===== src/rtl/hex_marquee_if.sv =====
// Marquee control/display bundle: tick/en/dir strobes in, eight seven-segment digits plus status out.
interface hex_marquee_if;
  logic       tick;
  logic       en;
  logic       dir;
  logic [7:0] HEX7;
  logic [7:0] HEX6;
  logic [7:0] HEX5;
  logic [7:0] HEX4;
  logic [7:0] HEX3;
  logic [7:0] HEX2;
  logic [7:0] HEX1;
  logic [7:0] HEX0;
  logic       busy;
  logic       wrap;

  modport master (
    output tick, en, dir,
    input  HEX7, HEX6, HEX5, HEX4, HEX3, HEX2, HEX1, HEX0, busy, wrap
  );

  modport slave (
    input  tick, en, dir,
    output HEX7, HEX6, HEX5, HEX4, HEX3, HEX2, HEX1, HEX0, busy, wrap
  );
endinterface


===== src/rtl/hex_marquee.sv =====
// Scrolling 8-digit seven-segment marquee over a fixed message ROM padded with 8 blanks.
// Window steps left/right every HOLD_TICKS enabled ticks; display blanks for BLANK_TICKS after a wrap.
module hex_marquee #(
  parameter int MSG_LEN     = 16,
  parameter int HOLD_TICKS  = 4,
  parameter int BLANK_TICKS = 2
) (
  input logic         ck,
  input logic         rs,
  hex_marquee_if.slave bus
);

  localparam int L       = MSG_LEN + 8;
  localparam int HOLD_W  = (HOLD_TICKS  > 1) ? $clog2(HOLD_TICKS)  : 1;
  localparam int BLANK_W = (BLANK_TICKS > 1) ? $clog2(BLANK_TICKS) : 1;

  localparam logic [4:0]         LAST_POS  = 5'(L - 1);
  localparam logic [5:0]         LEN6      = 6'(L);
  localparam logic [HOLD_W-1:0]  HOLD_MAX  = HOLD_W'(HOLD_TICKS - 1);
  localparam logic [BLANK_W-1:0] BLANK_MAX = BLANK_W'(BLANK_TICKS - 1);

  typedef enum logic [1:0] {
    IDLE,
    SHOW,
    BLANK
  } state_t;

  state_t             state;
  logic [4:0]         pos;
  logic [HOLD_W-1:0]  hold_cnt;
  logic [BLANK_W-1:0] blank_cnt;
  logic [7:0]         hex_q [8];
  logic               wrap_q;

  logic [4:0]         step_pos;
  logic               step_wrap;
  logic [4:0]         load_pos;
  logic [7:0]         win   [8];

  // Active-high segment codes; bit7 (DP) is always 0 so the inverted output keeps DP off.
  function automatic logic [7:0] rom_code(input logic [5:0] i);
    logic [7:0] c;
    c = 8'h00;
    if (i < 6'(MSG_LEN)) begin
      case (i[3:0])
        4'd0:    c = 8'h76;
        4'd1:    c = 8'h79;
        4'd2:    c = 8'h38;
        4'd3:    c = 8'h38;
        4'd4:    c = 8'h3F;
        4'd5:    c = 8'h00;
        4'd6:    c = 8'h6F;
        4'd7:    c = 8'h5C;
        4'd8:    c = 8'h5C;
        4'd9:    c = 8'h5E;
        4'd10:   c = 8'h7C;
        4'd11:   c = 8'h6E;
        4'd12:   c = 8'h79;
        4'd13:   c = 8'h00;
        4'd14:   c = 8'h06;
        default: c = 8'h00;
      endcase
    end
    return c;
  endfunction

  // pos < L and offset <= 7 < L, so a single conditional subtract is a full mod-L.
  function automatic logic [5:0] win_idx(input logic [4:0] p, input int unsigned k);
    logic [5:0] i;
    i = {1'b0, p} + 6'(7 - k);
    if (i >= LEN6) i = i - LEN6;
    return i;
  endfunction

  always_comb begin
    step_wrap = 1'b0;
    if (bus.dir) begin
      step_pos  = (pos == '0) ? LAST_POS : pos - 5'd1;
      step_wrap = (pos == '0);
    end else begin
      step_pos  = (pos == LAST_POS) ? '0 : pos + 5'd1;
      step_wrap = (pos == LAST_POS);
    end

    case (state)
      IDLE:    load_pos = '0;
      SHOW:    load_pos = step_pos;
      default: load_pos = pos;
    endcase

    for (int unsigned k = 0; k < 8; k++) begin
      win[k] = ~rom_code(win_idx(load_pos, k));
    end
  end

  always_ff @(posedge ck) begin
    if (rs) begin
      state     <= IDLE;
      pos       <= '0;
      hold_cnt  <= '0;
      blank_cnt <= '0;
      hex_q     <= '{default: 8'hFF};
      wrap_q    <= 1'b0;
    end else begin
      wrap_q <= 1'b0;
      if (bus.tick && bus.en) begin
        case (state)
          IDLE: begin
            state    <= SHOW;
            pos      <= '0;
            hold_cnt <= '0;
            hex_q    <= win;
          end
          SHOW: begin
            if (hold_cnt < HOLD_MAX) begin
              hold_cnt <= hold_cnt + 1'b1;
            end else begin
              hold_cnt <= '0;
              pos      <= step_pos;
              if (step_wrap) begin
                wrap_q    <= 1'b1;
                state     <= BLANK;
                blank_cnt <= '0;
                hex_q     <= '{default: 8'hFF};
              end else begin
                hex_q <= win;
              end
            end
          end
          BLANK: begin
            if (blank_cnt < BLANK_MAX) begin
              blank_cnt <= blank_cnt + 1'b1;
            end else begin
              state    <= SHOW;
              hold_cnt <= '0;
              hex_q    <= win;
            end
          end
          default: begin
            state <= IDLE;
            hex_q <= '{default: 8'hFF};
          end
        endcase
      end
    end
  end

  assign bus.HEX7 = hex_q[7];
  assign bus.HEX6 = hex_q[6];
  assign bus.HEX5 = hex_q[5];
  assign bus.HEX4 = hex_q[4];
  assign bus.HEX3 = hex_q[3];
  assign bus.HEX2 = hex_q[2];
  assign bus.HEX1 = hex_q[1];
  assign bus.HEX0 = hex_q[0];
  assign bus.busy = (state != IDLE);
  assign bus.wrap = wrap_q;

endmodule

===== src/flat_wrapper.sv =====
// flat-port wrapper written by rule: the top's interface ports become plain ports
module hex_marquee_flat 
#(
  parameter int MSG_LEN     = 16,
  parameter int HOLD_TICKS  = 4,
  parameter int BLANK_TICKS = 2
)
  (ck, rs, bus_tick, bus_en, bus_dir, bus_HEX7, bus_HEX6, bus_HEX5, bus_HEX4, bus_HEX3, bus_HEX2, bus_HEX1, bus_HEX0, bus_busy, bus_wrap);
  hex_marquee_if bus_i ();
  input logic ck;
  input logic rs;
  input wire logic [$bits(bus_i.tick)-1:0] bus_tick;
  input wire logic [$bits(bus_i.en)-1:0] bus_en;
  input wire logic [$bits(bus_i.dir)-1:0] bus_dir;
  output wire logic [$bits(bus_i.HEX7)-1:0] bus_HEX7;
  output wire logic [$bits(bus_i.HEX6)-1:0] bus_HEX6;
  output wire logic [$bits(bus_i.HEX5)-1:0] bus_HEX5;
  output wire logic [$bits(bus_i.HEX4)-1:0] bus_HEX4;
  output wire logic [$bits(bus_i.HEX3)-1:0] bus_HEX3;
  output wire logic [$bits(bus_i.HEX2)-1:0] bus_HEX2;
  output wire logic [$bits(bus_i.HEX1)-1:0] bus_HEX1;
  output wire logic [$bits(bus_i.HEX0)-1:0] bus_HEX0;
  output wire logic [$bits(bus_i.busy)-1:0] bus_busy;
  output wire logic [$bits(bus_i.wrap)-1:0] bus_wrap;
  assign bus_i.tick = bus_tick;
  assign bus_i.en = bus_en;
  assign bus_i.dir = bus_dir;
  assign bus_HEX7 = bus_i.HEX7;
  assign bus_HEX6 = bus_i.HEX6;
  assign bus_HEX5 = bus_i.HEX5;
  assign bus_HEX4 = bus_i.HEX4;
  assign bus_HEX3 = bus_i.HEX3;
  assign bus_HEX2 = bus_i.HEX2;
  assign bus_HEX1 = bus_i.HEX1;
  assign bus_HEX0 = bus_i.HEX0;
  assign bus_busy = bus_i.busy;
  assign bus_wrap = bus_i.wrap;
  hex_marquee #(.MSG_LEN(MSG_LEN), .HOLD_TICKS(HOLD_TICKS), .BLANK_TICKS(BLANK_TICKS)) u_core (.ck(ck), .rs(rs), .bus(bus_i));
endmodule

===== config.mk =====
export PLATFORM = sky130hd
export DESIGN_NAME = hex_marquee_flat
export DESIGN_NICKNAME = d
export VERILOG_FILES = /design/src/rtl/hex_marquee_if.sv /design/src/rtl/hex_marquee.sv /design/src/flat_wrapper.sv
export SDC_FILE = /design/constraint.sdc
export NUM_CORES = 1
export LEC_CHECK = 0
export BUFFER_PORTS_ARGS = -buffer_cell sky130_fd_sc_hd__buf_2
export CAP_MARGIN = 20
export CORE_MARGIN = 4
export CORE_UTILIZATION = 40
export CTS_BUF_LIST = sky130_fd_sc_hd__clkbuf_4 sky130_fd_sc_hd__clkbuf_8
export CTS_CLUSTER_SIZE = 8
export DETAILED_ROUTE_END_ITERATION = 8
export PLACE_DENSITY = 0.61
export SKIP_LAST_GASP = 1
export SYNTH_ARGS = -nofsm -noshare
export SYNTH_HDL_FRONTEND = slang
export SYNTH_SLANG_ARGS = --single-unit

===== constraint.sdc =====
create_clock -name ck -period 5.4 [get_ports ck]
set_clock_uncertainty 0.2 [all_clocks]
set_input_delay 0.54 -clock ck [delete_from_list [all_inputs] [get_ports ck]]
set_output_delay 0.54 -clock ck [all_outputs]
set_load 0.03 [all_outputs]

==> key figures, run 1 <==
Outcome
  • Status: finished, final reports clean

Synth
  • Mean area per synthesized cell: about 7.6 um2
  • Seq/Total Area, Yosys: between 20% and 30%
  • Top_reg_cell synth: dfxtp_1
  • Fraction of the mapped netlist area in adder cells: 7.11%
  • Largest family of logic cells by synthesized area: compound AO/OA/AOI/OAI gates
  • Async SR Flop Fraction: 0%
  • Library cells used by synthesis: 79
  • Post-Syn Area: a little over 0.005 mm2
  • Area share of and/or/nand/nor cells after synthesis: 22.1%
  • Post-synthesis mux area share: 4.02%
  • Post-synthesis compound-gate area fraction: between 30 and 40%
  • Syn Inst Count: 670
  • Post-synth EDFFs: 0
  • Post-Synth XOR/XNOR Area: under 10%
  • Synthesized flop and latch total: 67
  • Ys Warns: 0

Clock network
  • Total CTS buffers: 9
  • # hold bufs at CTS: 0
  • CTS Buffer Depth: 2
  • Clk pin slew, worst setup/hold paths: approximately 0.09 ns
  • TritonCTS clock tree: yes
  • Clock sinks: between 60 and 70
  • Worst-skew pair later-pin latency: ~0.36 ns
  • Clk root buf: clkbuf_8
  • Postcts setup bufs: 0
  • Gates resized, CTS repair: 0
  • Number of H-tree levels: 3

Final layout
  • Finished Core Util: 45.1%
  • Final net count: approximately 750
  • P&R area growth vs syn: 11.0%
  • Most common cell after layout, fill and taps aside: nor2_1
  • Most frequent cells in the layout: nor2_1 (75), nand2_1 (73), dfxtp_1 (67), buf_2 (62), a21oi_1 (57)
  • Ant diodes: 0
  • Layout cells sized above 1: a little under a fifth

Floorplan
  • IO Count: between 70 and 80
  • Die ar.: about 0.015 mm2
  • Core box area: between 0.01 and 0.015 mm2
  • Num rows: between 40 and 50
  • Die Y: 121 um
  • Starting Density: about two fifths
  • Die W: around 120 um

Placed design
  • Placer Congestion: approximately 0.93
  • Port Buffer Count: 62
  • Final HPWL from detailed placement: roughly 11 mm

Power
  • Leakage: 2.19 nW
  • Pwr dens: around 230 mW/mm2
  • Peak supply drop: 0.132 mV

Global route
  • Vias in the first global route: 5013
  • Total global-route track usage: ~22%
  • First-pass GRT wire length: between 20 and 30 mm
  • Initial antenna violation count: 0
  • Largest net degree at the start of global routing: 41
  • Total congestion overflow: 0

Timing
  • Tightest Pin Transition: about 0.9 ns
  • Setup TNS: 0 ns
  • Min Tclk post-route: around 5.1 ns
  • Slew HR: 39.4%
  • Max Clk Rate: just under 200 MHz
  • RSZ-0062 raised after global routing: false
  • Fin crit share: 94.8%
  • # setup viols final: 0
  • Final Slew Violations: 0
  • Final hold vios: 0

Worst setup path
  • CP Class: reg -> reg
  • CP Data Required Time: around 5.4 ns
  • CP endpoint kind: flop
  • Critical path's largest stage delay: between 0.6 and 0.7 ns
  • Worst-path cell chain: inv_1, ha_1, mux2i_1, mux2i_1, nor2_2, inv_1, ha_1, a21oi_1, xnor2_1, ha_1, and3_1, o21a_1, a2111oi_0, o32ai_1, nand2_2, mux2_4, nor2_1, o32a_1
  • Crit-path max FO: 11
  • CP max-delay cell: o32ai_1
  • WP buf/inv: 2
  • Crit start category: flop
  • CP top delay family: compound AO/OA/AOI/OAI gates
  • Cell repeated most along the worst path: ha_1
  • Data arrival, critical path: a little over 5 ns

Flow run
  • Max_cap viols: 0

Route
  • DRC Markers: 0
  • DR WL/cell: roughly 18 um
  • DRT Pass-1 Iters: 5
  • Iter 0 DRT Violations: 475
  • Total wire length: 15.8 mm
  • Vias/cell: 5.93
  • Antenna Nets Post-Route: 0
  • Vias: about 5300

Hold path
  • Hold Path Class: reg -> reg
[per-stage QoR]
stage	instance area, um2	worst slack, ns	instances	power (W)	hold slack, ns
final	5670	0.281	888	0.00132	0.260
after global routing	5670	0.00652	888	0.00140	0.282
after CTS	5660	0.420	887	0.00133	0.267
after detailed placement	5480	0.477	871	0.000935	0.248
after global placement	5480	0.765	871	0.000928	0.245
after floorplan	5130	0.654	677	0.000842	0.249
[synthesized netlist by cell type (all sizes together), types with 3 or more instances]
cell / instances / share of area [%]
o211ai: 15 / 2.4
and2: 6 / 0.74
xnor2: 10 / 1.7
buf: 29 / 4.1
nand3: 14 / 1.4
mux2: 6 / 1.5
a211oi: 9 / 1.3
o311ai: 3 / 0.51
inv: 19 / 1.5
nand2b: 6 / 0.74
o22ai: 12 / 1.5
nand2: 75 / 5.6
o21a: 13 / 1.9
nor3b: 4 / 0.69
nand4: 3 / 0.37
and3: 6 / 0.74
o32a: 10 / 2.0
o31ai: 6 / 0.98
o21ai: 51 / 5.2
mux2i: 13 / 2.5
a2111oi: 3 / 0.51
dfxtp: 67 / 26
a211o: 3 / 0.51
a21boi: 3 / 0.44
a21oi: 58 / 5.8
o22a: 9 / 1.5
nor4: 4 / 0.49
ha: 29 / 7.1
nor2: 78 / 6.0
a31oi: 16 / 2.0
nor4b: 3 / 0.93
nor3: 22 / 2.2
clkbuf: 30 / 2.2
[power breakdown]
part	switching, W	total (W)	internal (W)
sequential	0.0000194	0.000543	0.000524
clock	0.000215	0.000394	0.000179
combinational	0.000264	0.000387	0.000122
[registers in the layout, indices dropped and copies added (netlist names)]
name / count
u_core.bus.HEX7: 7
u_core.pos: 5
u_core.state: 2
u_core.bus.HEX6: 7
u_core.bus.HEX5: 7
u_core.bus.HEX2: 7
u_core.bus.HEX3: 7
u_core.blank_cnt: 1
u_core.bus.HEX4: 7
u_core.bus.HEX1: 7
u_core.bus.wrap: 1
u_core.hold_cnt: 2
u_core.bus.HEX0: 7
[worst register-to-register path, stage by stage, from the launching register on]
cell,delay [ns]
dfxtp_1,0.53
inv_1,0.11
ha_1,0.26
mux2i_1,0.33
mux2i_1,0.18
nor2_2,0.22
inv_1,0.16
ha_1,0.25
a21oi_1,0.30
xnor2_1,0.18
ha_1,0.21
and3_1,0.18
o21a_1,0.20
a2111oi_0,0.08
o32ai_1,0.67
nand2_2,0.29
mux2_4,0.27
nor2_1,0.04
o32a_1,0.36
[path summary, 6_finish.rpt]
kind                                          from  cells after the start                 end  slack (ns)
worst max-delay path                 u_core.pos[0]                     18  u_core.bus.HEX1[5]        0.28
worst min-delay path            u_core.bus.HEX0[5]                      1  u_core.bus.HEX0[5]        0.26
worst max register to register       u_core.pos[0]                     18  u_core.bus.HEX1[5]        0.28
worst min register to register  u_core.bus.HEX0[5]                      1  u_core.bus.HEX0[5]        0.26
[routing by layer]
metal / global-route usage [%] / routed length (um)
met4: 8.43 / 380
met5: 0 / 0
met1: 28.5 / 7030
met3: 3.40 / 934
met2: 35.0 / 7430
[cell type report]
cell class	count	area, um2
Clock inverter	6	40.0
Fill cell	1298	6900
Multi-Input combinational cell	532	3400
Inverter	19	76.3
Tap cell	172	215
Sequential cell	67	1340
Timing Repair Buffer	82	460
Clock buffer	10	138
[cells by family after synthesis]
family,count (synthesis)
xor+xnor,12
flops,67
fa+ha+maj,29
other cells,1
buf+inv,78
simple gates,234
mux,19
compound gates,230
Power figures use the tool's default switching activity.
==> run 2, diff against run 1 <==
--- a/config.mk
+++ b/config.mk
@@ -12,6 +12,7 @@
 export CTS_BUF_LIST = sky130_fd_sc_hd__clkbuf_4 sky130_fd_sc_hd__clkbuf_8
 export CTS_CLUSTER_SIZE = 8
 export DETAILED_ROUTE_END_ITERATION = 8
+export MAX_ROUTING_LAYER = met4
 export PLACE_DENSITY = 0.61
 export SKIP_LAST_GASP = 1
 export SYNTH_ARGS = -nofsm -noshare
==> key figures, run 2 (synthesized netlist as in run 1, its figures left out) <==
Outcome
  • Status: finished, final reports clean

Timing
  • Slew HR: 35.8% (-3.6 points)
  • # setup viols final: 0 (unchanged)
  • RSZ-0062 raised after global routing: false
  • Min Tclk post-route: 4.96 ns (-0.160 ns)
  • Max Clk Rate: 202 MHz (+3.2%)
  • Tightest Pin Transition: 0.956 ns (+0.0535 ns)
  • Setup TNS: 0 ns (unchanged)
  • Fin crit share: 91.8% (-3.0 points)
  • Final hold vios: 0 (unchanged)
  • Final Slew Violations: 0 (unchanged)

Global route
  • Largest net degree at the start of global routing: 41 (unchanged)
  • First-pass GRT wire length: 25.2 mm (-1.5%)
  • Total global-route track usage: 21.9% (+0.35 points)
  • Initial antenna violation count: 0 (unchanged)
  • Total congestion overflow: 0 (unchanged)
  • Vias in the first global route: 4895 (-2.4%)

Route
  • Vias: 5201 (-1.2%)
  • DR WL/cell: 17.5 um (-1.7%)
  • DRT Pass-1 Iters: 5 (unchanged)
  • Iter 0 DRT Violations: 540 (+14%)
  • Antenna Nets Post-Route: 0 (unchanged)
  • DRC Markers: 0 (unchanged)
  • Total wire length: 15.5 mm (-1.7%)
  • Vias/cell: 5.86 (-1.2%)

Power
  • Pwr dens: 247 mW/mm2 (+5.9%)
  • Leakage: 2.20 nW (+0.80%)
  • Peak supply drop: 0.154 mV (+16%)

Final layout
  • Layout cells sized above 1: 18.3% (unchanged)
  • Fillers: 1278 (-1.5%)
  • Most frequent cells in the layout: nor2_1 (75), nand2_1 (73), dfxtp_1 (67), buf_2 (62), a21oi_1 (57)
  • Most common cell after layout, fill and taps aside: nor2_1
  • Sequential cell area: 0.00134 mm2 (unchanged)
  • P&R area growth vs syn: 11.9%
  • Cell area after layout: 0.00571 mm2 (+0.77%)
  • Area of the multi-input gates: 0.00340 mm2 (unchanged)
  • Final net count: 745 (unchanged)
  • Ant diodes: 0 (unchanged)

Floorplan
  • Die Y: 121 um (unchanged)
  • IO Count: 71 (unchanged)
  • Num rows: 41 (unchanged)
  • Die ar.: 0.0146 mm2 (unchanged)
  • Starting Density: 40.6% (unchanged)
  • Core box area: 0.0126 mm2 (unchanged)
  • Die W: 121 um (unchanged)

Worst setup path
  • Crit-path max FO: 11 (unchanged)
  • R2R depth: 18 (unchanged)
  • Crit start category: flop
  • CP endpoint kind: flop
  • CP Data Required Time: 5.46 ns (+0.02 ns)
  • Data arrival, critical path: 5.02 ns (-0.14 ns)
  • CP Class: reg -> reg

Clock network
  • Postcts setup bufs: 0 (unchanged)
  • Number of H-tree levels: 3 (unchanged)
  • TritonCTS clock tree: yes
  • Clock sinks: 67 (unchanged)
  • Clk pin slew, worst setup/hold paths: 0.08 ns (about the same)
  • Gates resized, CTS repair: 0 (unchanged)
  • # hold bufs at CTS: 0 (unchanged)
  • Total CTS buffers: 9 (unchanged)
  • CTS Buffer Depth: 2 (unchanged)
  • Clk root buf: clkbuf_8
  • Worst-skew pair later-pin latency: 0.37 ns (about the same)

Hold path
  • Worst hold path depth: 1 (unchanged)
  • Hold Path Class: reg -> reg

Flow run
  • Max_cap viols: 0 (unchanged)

Placed design
  • Dpl cell area: 0.00548 mm2 (unchanged)
  • Port Buffer Count: 62 (unchanged)
  • Final HPWL from detailed placement: 10.9 mm (-2.6%)
  • Placer Congestion: 0.912 (-1.8%)
[run 2: cell count changes in the layout (fill, tap and decap cells not counted), sizes merged]
| cell | delta |
|---|---|
| bufinv | +2 |
| clkinv | -1 |
| inv | -1 |
[run 2: layout make-up]
cell class,instances,area share [%]
flip-flops and latches,67,23.5
well taps,172,3.77
repair buffers,82,8.06
clock buffers,10,2.30
clock inverters,6,1.58
multi-input cells,532,59.5
inverters,19,1.34
[run 2: worst max-delay path, stage by stage, from the launching register on]
cell and delay (ns):
dfxtp_1 0.53, inv_1 0.12, ha_1 0.25, mux2i_1 0.30
mux2i_1 0.16, nor2_2 0.21, buf_4 0.22, ha_1 0.26
inv_1 0.13, xnor2_1 0.22, ha_1 0.22, and3_1 0.17
o21a_1 0.17, a2111oi_0 0.08, o32ai_1 0.66, nand2_2 0.29
mux2_4 0.27, nor2_1 0.04, o32a_1 0.35
[run 2: final timing paths]
path / from / to / slack [ns]
max: u_core.pos[0] / u_core.bus.HEX1[5] / 0.44
min reg2reg: u_core.bus.HEX6[5] / u_core.bus.HEX6[5] / 0.27
max reg2reg: u_core.pos[0] / u_core.bus.HEX1[5] / 0.44
min: u_core.bus.HEX6[5] / u_core.bus.HEX6[5] / 0.27
[run 2: metrics by stage]
| stage | setup slack, ns | instances | total power, W | hold slack (ns) | util, % |
|---|---|---|---|---|---|
| floorplan | 0.654 | 677 | 0.000842 | 0.249 | - |
| global placement | 0.745 | 871 | 0.000929 | 0.245 | 43.6 |
| detailed placement | 0.513 | 871 | 0.000934 | 0.251 | 43.6 |
| CTS | 0.479 | 887 | 0.00142 | 0.270 | 45.4 |
| global route | 0.139 | 888 | 0.00148 | 0.286 | 45.4 |
| finish | 0.441 | 888 | 0.00141 | 0.266 | 45.4 |
[run 2: metal layers]
metal	routed length, um	share of wire, %	GRT usage (%)
met5	0	0	-
met4	497	3.2	9.07
met3	821	5.3	3.82
met2	7080	46	33.3
met1	7100	46	28.7
[run 2: power by group]
part | internal (W) | total, W | switching [W]
Clock | 0.000266 | 0.000484 | 0.000218
Combinational | 0.000122 | 0.000386 | 0.000263
Sequential | 0.000524 | 0.000543 | 0.0000191
Total | 0.000912 | 0.00141 | 0.000501
